**config.mk**
```make
export PLATFORM = sky130hd
export DESIGN_NAME = wb_arbiter_flat
export DESIGN_NICKNAME = d
export VERILOG_FILES = /design/src/rtl/wb_arbiter_if.sv /design/src/rtl/wb_arbiter.sv /design/src/flat_wrapper.sv
export SDC_FILE = /design/constraint.sdc
export NUM_CORES = 1
export LEC_CHECK = 0
export BUFFER_PORTS_ARGS = -buffer_cell sky130_fd_sc_hd__clkbuf_2
export CAP_MARGIN = 40
export CORE_ASPECT_RATIO = 0.6
export CORE_MARGIN = 5
export CORE_UTILIZATION = 40
export DETAILED_ROUTE_END_ITERATION = 12
export GPL_ROUTABILITY_DRIVEN = 0
export GPL_TIMING_DRIVEN = 0
export SLEW_MARGIN = 5
export SYNTH_ARGS = -nofsm -noshare
export SYNTH_HDL_FRONTEND = slang
export SYNTH_SLANG_ARGS = --single-unit
```
**constraint.sdc**
```tcl
create_clock -name clk -period 3.6 [get_ports clk]
set_input_delay 1.08 -clock clk [delete_from_list [all_inputs] [get_ports clk]]
set_output_delay 1.08 -clock clk [all_outputs]
set_load 0.05 [all_outputs]
```
**src/rtl/wb_arbiter_if.sv**
```systemverilog
// Writeback arbiter bus bundle: producer handshakes (ALU = port A,
// LSU = port B), flush, and the register-file write port.
// pending_mask exists only when WB_PENDING_EN is defined.
// slave  : arbiter view (consumes results, drives the write port)
// master : environment view (producers, flush source, register file)
interface wb_arbiter_if #(
  parameter int DATA_W = 32,
  parameter int ADDR_W = 5
);
  logic              flush;

  logic              a_valid;
  logic              a_ready;
  logic [ADDR_W-1:0] a_rd;
  logic [DATA_W-1:0] a_data;

  logic              b_valid;
  logic              b_ready;
  logic [ADDR_W-1:0] b_rd;
  logic [DATA_W-1:0] b_data;

  logic              wr_en;
  logic [ADDR_W-1:0] wr_addr;
  logic [DATA_W-1:0] wr_data;
  logic              idle;

`ifdef WB_PENDING_EN
  logic [31:0]       pending_mask;

  modport slave (
    input  flush,
    input  a_valid, a_rd, a_data,
    output a_ready,
    input  b_valid, b_rd, b_data,
    output b_ready,
    output wr_en, wr_addr, wr_data, idle,
    output pending_mask
  );

  modport master (
    output flush,
    output a_valid, a_rd, a_data,
    input  a_ready,
    output b_valid, b_rd, b_data,
    input  b_ready,
    input  wr_en, wr_addr, wr_data, idle,
    input  pending_mask
  );
`else
  modport slave (
    input  flush,
    input  a_valid, a_rd, a_data,
    output a_ready,
    input  b_valid, b_rd, b_data,
    output b_ready,
    output wr_en, wr_addr, wr_data, idle
  );

  modport master (
    output flush,
    output a_valid, a_rd, a_data,
    input  a_ready,
    output b_valid, b_rd, b_data,
    input  b_ready,
    input  wr_en, wr_addr, wr_data, idle
  );
`endif
endinterface

```
**src/rtl/wb_arbiter.sv**
```systemverilog
// Writeback arbiter for the 32x32 register file.
// Two producers (ALU = A, LSU = B) each feed a DEPTH-entry FIFO; the FIFO
// heads are round-robin arbitrated (pointer moves only on contention) and
// the winner is registered onto the single register-file write port.
// Entries targeting x0 consume an arbitration slot but never assert wr_en.
// Optional: define WB_PENDING_EN to add pending_mask, a per-register
// scoreboard of writes still queued or currently on the write port.
module wb_arbiter #(
  parameter int DEPTH  = 4,
  parameter int DATA_W = 32,
  parameter int ADDR_W = 5
) (
  input  logic        clk,
  input  logic        reset,
  wb_arbiter_if.slave bus
);

  localparam int               PTR_W    = (DEPTH > 1) ? $clog2(DEPTH) : 1;
  localparam int               CNT_W    = PTR_W + 1;
  localparam logic [CNT_W-1:0] FULL_CNT = CNT_W'(DEPTH);
  localparam int               NSRC     = 2;

  // round-robin pointer encoding: which source wins the next contended slot
  localparam logic RR_A = 1'b0;
  localparam logic RR_B = 1'b1;

  // per-source FIFO storage and bookkeeping, index 0 = A, 1 = B
  logic [ADDR_W-1:0] rd_mem   [NSRC][DEPTH];
  logic [DATA_W-1:0] data_mem [NSRC][DEPTH];
  logic [PTR_W-1:0]  wr_ptr   [NSRC];
  logic [PTR_W-1:0]  rd_ptr   [NSRC];
  logic [CNT_W-1:0]  count    [NSRC];

  logic              rr;

  // per-source handshake view
  logic [NSRC-1:0]   in_valid;
  logic [ADDR_W-1:0] in_rd    [NSRC];
  logic [DATA_W-1:0] in_data  [NSRC];
  logic [NSRC-1:0]   ready;
  logic [NSRC-1:0]   not_empty;
  logic [NSRC-1:0]   push;
  logic [NSRC-1:0]   pop;

  // selected head entry
  logic [ADDR_W-1:0] head_rd;
  logic [DATA_W-1:0] head_data;
  logic              head_writes;

  // registered write port
  logic              wr_en_q;
  logic [ADDR_W-1:0] wr_addr_q;
  logic [DATA_W-1:0] wr_data_q;

  // gather both producer ports into indexable form
  always_comb begin
    in_valid   = {bus.b_valid, bus.a_valid};
    in_rd[0]   = bus.a_rd;
    in_rd[1]   = bus.b_rd;
    in_data[0] = bus.a_data;
    in_data[1] = bus.b_data;
  end

  // ready depends on the count register only, so a same-cycle pop never frees a slot early
  always_comb begin
    ready     = '0;
    not_empty = '0;
    push      = '0;
    for (int unsigned s = 0; s < NSRC; s++) begin
      ready[s]     = (count[s] != FULL_CNT);
      not_empty[s] = (count[s] != '0);
      push[s]      = in_valid[s] && ready[s];
    end
  end

  // one pop per cycle: lone head wins outright, contention goes to the RR pointer
  always_comb begin
    pop = '0;
    if (not_empty[0] && not_empty[1]) begin
      pop = (rr == RR_A) ? 2'b01 : 2'b10;
    end else begin
      pop = not_empty;
    end
    if (pop[1]) begin
      head_rd   = rd_mem[1][rd_ptr[1]];
      head_data = data_mem[1][rd_ptr[1]];
    end else begin
      head_rd   = rd_mem[0][rd_ptr[0]];
      head_data = data_mem[0][rd_ptr[0]];
    end
    head_writes = (|pop) && (head_rd != '0);
  end

  // FIFO pointers and occupancy; flush overrides any push or pop
  always_ff @(posedge clk or negedge reset) begin
    if (!reset) begin
      for (int unsigned s = 0; s < NSRC; s++) begin
        wr_ptr[s] <= '0;
        rd_ptr[s] <= '0;
        count[s]  <= '0;
      end
    end else if (bus.flush) begin
      for (int unsigned s = 0; s < NSRC; s++) begin
        wr_ptr[s] <= '0;
        rd_ptr[s] <= '0;
        count[s]  <= '0;
      end
    end else begin
      for (int unsigned s = 0; s < NSRC; s++) begin
        if (push[s]) begin
          wr_ptr[s] <= wr_ptr[s] + PTR_W'(1);
        end
        if (pop[s]) begin
          rd_ptr[s] <= rd_ptr[s] + PTR_W'(1);
        end
        if (push[s] && !pop[s]) begin
          count[s] <= count[s] + CNT_W'(1);
        end else if (!push[s] && pop[s]) begin
          count[s] <= count[s] - CNT_W'(1);
        end
      end
    end
  end

  // FIFO payload storage; no reset needed since occupancy gates every read
  always_ff @(posedge clk) begin
    for (int unsigned s = 0; s < NSRC; s++) begin
      if (push[s] && !bus.flush) begin
        rd_mem[s][wr_ptr[s]]   <= in_rd[s];
        data_mem[s][wr_ptr[s]] <= in_data[s];
      end
    end
  end

  // round-robin pointer flips only when both heads competed for the slot
  always_ff @(posedge clk or negedge reset) begin
    if (!reset) begin
      rr <= RR_A;
    end else if (bus.flush) begin
      rr <= RR_A;
    end else if (not_empty[0] && not_empty[1]) begin
      rr <= ~rr;
    end
  end

  // output stage: one-cycle write pulse per popped non-x0 entry, address/data hold otherwise
  always_ff @(posedge clk or negedge reset) begin
    if (!reset) begin
      wr_en_q   <= 1'b0;
      wr_addr_q <= '0;
      wr_data_q <= '0;
    end else if (bus.flush) begin
      wr_en_q   <= 1'b0;
    end else if (head_writes) begin
      wr_en_q   <= 1'b1;
      wr_addr_q <= head_rd;
      wr_data_q <= head_data;
    end else begin
      wr_en_q   <= 1'b0;
    end
  end

  // drive the bus outputs
  always_comb begin
    bus.a_ready = ready[0];
    bus.b_ready = ready[1];
    bus.wr_en   = wr_en_q;
    bus.wr_addr = wr_addr_q;
    bus.wr_data = wr_data_q;
    bus.idle    = !not_empty[0] && !not_empty[1] && !wr_en_q;
  end

`ifdef WB_PENDING_EN
  logic [31:0]      pend;
  logic [PTR_W-1:0] offs;

  // a slot is live when its distance from the read pointer is below the count
  always_comb begin
    pend = '0;
    offs = '0;
    for (int unsigned s = 0; s < NSRC; s++) begin
      for (int unsigned i = 0; i < DEPTH; i++) begin
        offs = PTR_W'(i) - rd_ptr[s];
        if (CNT_W'(offs) < count[s]) begin
          pend[rd_mem[s][i]] = 1'b1;
        end
      end
    end
    if (wr_en_q) begin
      pend[wr_addr_q] = 1'b1;
    end
    pend[0] = 1'b0;
    bus.pending_mask = pend;
  end
`endif

endmodule
```
**src/flat_wrapper.sv**
```systemverilog
// flat-port wrapper written by rule: the top's interface ports become plain ports
module wb_arbiter_flat 
#(
  parameter int DEPTH  = 4,
  parameter int DATA_W = 32,
  parameter int ADDR_W = 5
)
  (clk, reset, bus_flush, bus_a_valid, bus_a_rd, bus_a_data, bus_a_ready, bus_b_valid, bus_b_rd, bus_b_data, bus_b_ready, bus_wr_en, bus_wr_addr, bus_wr_data, bus_idle);
  wb_arbiter_if #(.DATA_W(DATA_W), .ADDR_W(ADDR_W)) bus_i ();
  input  logic clk;
  input  logic reset;
  input wire logic [$bits(bus_i.flush)-1:0] bus_flush;
  input wire logic [$bits(bus_i.a_valid)-1:0] bus_a_valid;
  input wire logic [$bits(bus_i.a_rd)-1:0] bus_a_rd;
  input wire logic [$bits(bus_i.a_data)-1:0] bus_a_data;
  output wire logic [$bits(bus_i.a_ready)-1:0] bus_a_ready;
  input wire logic [$bits(bus_i.b_valid)-1:0] bus_b_valid;
  input wire logic [$bits(bus_i.b_rd)-1:0] bus_b_rd;
  input wire logic [$bits(bus_i.b_data)-1:0] bus_b_data;
  output wire logic [$bits(bus_i.b_ready)-1:0] bus_b_ready;
  output wire logic [$bits(bus_i.wr_en)-1:0] bus_wr_en;
  output wire logic [$bits(bus_i.wr_addr)-1:0] bus_wr_addr;
  output wire logic [$bits(bus_i.wr_data)-1:0] bus_wr_data;
  output wire logic [$bits(bus_i.idle)-1:0] bus_idle;
  assign bus_i.flush = bus_flush;
  assign bus_i.a_valid = bus_a_valid;
  assign bus_i.a_rd = bus_a_rd;
  assign bus_i.a_data = bus_a_data;
  assign bus_a_ready = bus_i.a_ready;
  assign bus_i.b_valid = bus_b_valid;
  assign bus_i.b_rd = bus_b_rd;
  assign bus_i.b_data = bus_b_data;
  assign bus_b_ready = bus_i.b_ready;
  assign bus_wr_en = bus_i.wr_en;
  assign bus_wr_addr = bus_i.wr_addr;
  assign bus_wr_data = bus_i.wr_data;
  assign bus_idle = bus_i.idle;
  wb_arbiter #(.DEPTH(DEPTH), .DATA_W(DATA_W), .ADDR_W(ADDR_W)) u_core (.clk(clk), .reset(reset), .bus(bus_i));
endmodule
```
==> results.py <==
metrics = {
    "global_route": {
        "grt_overflow_total": 0,
        "grt_pass1_vias": 6821,
        "grt_pass1_wl_um": 44100,
        "grt_max_degree": 42,
        "grt_usage_pct": 15.8,
        "antenna_found_initial": 5,
    },
    "layout": {
        "multi_input_area_um2": 3120,
        "layout-drive-gt1-share_pct": 41.8,
        "fillers": 2823,
        "syn2layout_area_growth_pct": 18.6,
        "finalNetCount": 886,
        "fin_util_pct": 47.8,
        "fin_cells": 1282,
        "diodes": 0,
        "regArea_um2": 10200,
    },
    "clock_network": {
        "htree_levels": 2,
        "clkLatencyLatePin_ns": 0.52,
        "cts_max_path_buffers": 3,
        "cts_buffers": 34,
        "cts_tree": "done",
        "cts_root_buf": "clkbuf_16",
        "hold_buffers": 0,
        "clock-sinks": 349,
        "cts.repair.resized": 0,
        "clk_pin_slew_ns": 0.06,
        "postCtsSetupBuffers": 0,
    },
    "sta": {
        "fmax_ghz": 0.332,
        "rsz0062_at_grt": "false",
        "period_share_pct": 83.6,
        "finalSetupViolCount": 0,
        "drv_slew": 0,
        "worst_pin_slew_ns": 0.860,
        "relSlewSlack_pct": 42.7,
        "skew_ns": 0.0216,
        "final.min_clock_period_ns": 3.01,
        "hold_viol_final": 0,
    },
    "route": {
        "drc": 0,
        "wire_per_inst_um": 22.8,
        "drt-initial-drc-count": 476,
        "first_pass_iters": 7,
        "num_vias": 6449,
        "ant_nets": 0,
        "routed_wl_um": 29300,
        "viasPerCell": 5.03,
    },
    "logic_synthesis": {
        "synth.top_cell.area_share_pct": 65.7,
        "ys_ff_latch": 349,
        "synth_cells": 633,
        "synth_nets": 722,
        "yosysSeqAreaShare_pct": 75.4,
        "synth_common_cells": "edfxtp_1 (296), mux4_2 (73), mux2_2 (66), dfrtp_1 (53), nor2_1 (20)",
        "synth_ff_type": "edfxtp_1",
        "synth_warnings": 0,
        "synth_top_area_cell": "edfxtp_1",
        "synth.most_common_cell": "edfxtp_1",
        "async_flop_share_pct": 15.2,
        "synth_area_per_cell_um2": 21.4,
        "synth_edf_count": 296,
        "syn_area_um2": 13500,
        "synth_cell_types": 36,
        "netlist_top_cells_area": "edfxtp_1 (66%), mux4_2 (12%), dfrtp_1 (9.8%), mux2_2 (5.5%), ha_1 (0.74%)",
    },
    "worst_hold_path": {
        "hold_class": "in -> async",
    },
    "die": {
        "core_um2": 33600,
        "die_height_um": 153,
        "die_area_um2": 37700,
        "die_w_um": 248,
        "ios": 120,
        "start_util_pct": 40.3,
        "rows": 52,
    },
    "worst_setup_path": {
        "cp_cell_sequence": "nor3_1 > nand2_1 > nor2_1 > clkbuf_2",
        "cp_slowest_stage_delay_ns": 0.42,
        "cp-startpoint": "u_core.count[4]",
        "slowest_stage": "dfrtp_1",
        "worstSetupPathType": "reg -> out",
        "critPathLaunchType": "flop",
        "cp.required_ns": 2.52,
        "timing.rr.start": "u_core.count[4]",
        "cp-end-kind": "output port",
        "crit_fanout": 5,
        "worstPathArrival_ns": 1.93,
    },
    "power_and_ir_drop": {
        "peakVddDrop_mv": 0.346,
        "p_per_area_nw_per_um2": 790,
        "p_leak_uw": 0.00558,
        "finalPower_uw": 12700,
    },
    "run_status": {
        "status": "complete, no violations",
    },
    "placed_design": {
        "hpwl_um": 19400,
        "io_buffers": 118,
        "dpl.cell_count": 1220,
    },
    "job": {
        "cap_violations": 0,
    },
}
where the power goes:
group / switching, uW / total, uW / leakage, uW / internal, uW
Sequential: 209 / 5090 / 0.00333 / 4890
Clock: 1460 / 3540 / 0.000551 / 2080
Combinational: 2390 / 4050 / 0.00170 / 1660
Total: 4060 / 12700 / 0.00558 / 8630
sequential cells by signal (all words and copies together), names as in the netlist:
register and flops:
u_core.bus.wr_en 1, u_core.rr 1, u_core.bus.wr_addr 5, u_core.data_mem 256
u_core.rd_mem 40, u_core.count 6, u_core.bus.wr_data 32, u_core.rd_ptr 4
u_core.wr_ptr 4
worst paths after layout:
check | endpoint | slack (ns) | cells past startpoint
worst min register to register | u_core.bus.wr_data[28] | 0.50 | 1
max in group asynchronous | u_core.bus.wr_data[22] | 2.58 | 2
min in group clk | u_core.bus.wr_data[28] | 0.50 | 1
worst max register to register | u_core.count[2] | 0.72 | 9
worst min-delay path | u_core.bus.wr_data[4] | 0.46 | 1
worst max-delay path | bus_idle | 0.59 | 4
stage by stage:
| step | area (um2) | hold slack [ns] | setup slack (ns) | setup TNS (ns) |
|---|---|---|---|---|
| 3_5_place_dp | 14900 | 0.496 | 0.719 | 0 |
| 3_3_place_gp | 14700 | 0.490 | -0.283 | -65.12 |
| 4_1_cts | 16100 | 0.450 | 0.542 | 0 |
| 5_1_grt | 16100 | 0.450 | 0.432 | 0 |
| 2_1_floorplan | 13500 | 0.537 | 0.862 | 0 |
| 6_report | 16100 | 0.464 | 0.589 | 0 |
cell families (layout without fill, tap and decap cells):
logic type | count (synthesis) | count (layout) | share of synthesized area (%)
mux | 146 | 146 | 18.3
xor+xnor | 10 | 10 | 0.647
buf+inv | 43 | 233 | 1.55
simple gates | 52 | 52 | 1.89
fa+ha+maj | 10 | 10 | 1.04
flops | 349 | 349 | 75.4
compound gates | 23 | 23 | 1.16
per-layer routing:
metal,vias up,global-route usage (%),part of all wire (%)
li1,2891,-,-
met5,-,0,0.27
met2,157,22.6,44
met1,3349,24.3,47
met4,10,3.12,1.4
met3,42,4.45,6.7
critical path, delay by kind of cell, from the launching register on:
family / cells / cell delay [ns]
flip-flops: 1 / 0.42
buffers and inverters: 1 / 0.28
AND/OR/NAND/NOR: 3 / 0.71
area by class of cell:
cell class / instances / area share, %
buffer: 26 / 0.912
clock buffer: 48 / 6.21
clock inverter: 14 / 0.740
inverter: 17 / 0.397
multi-input combinational: 241 / 19.5
sequential: 349 / 63.6
tap: 459 / 3.58
timing repair buffer: 128 / 5.07
layout by cell type, fill, tap and decap left out, types with 9 or more instances in the layout:
| cell | instances |
|---|---|
| clkbuf_16 | 37 |
| clkbuf_1 | 19 |
| mux2_2 | 66 |
| dfrtp_1 | 53 |
| mux4_2 | 73 |
| nor2_1 | 20 |
| clkbuf_2 | 117 |
| inv_1 | 17 |
| buf_2 | 9 |
| edfxtp_1 | 296 |
Note: power is estimated with default switching activity, not from simulation.
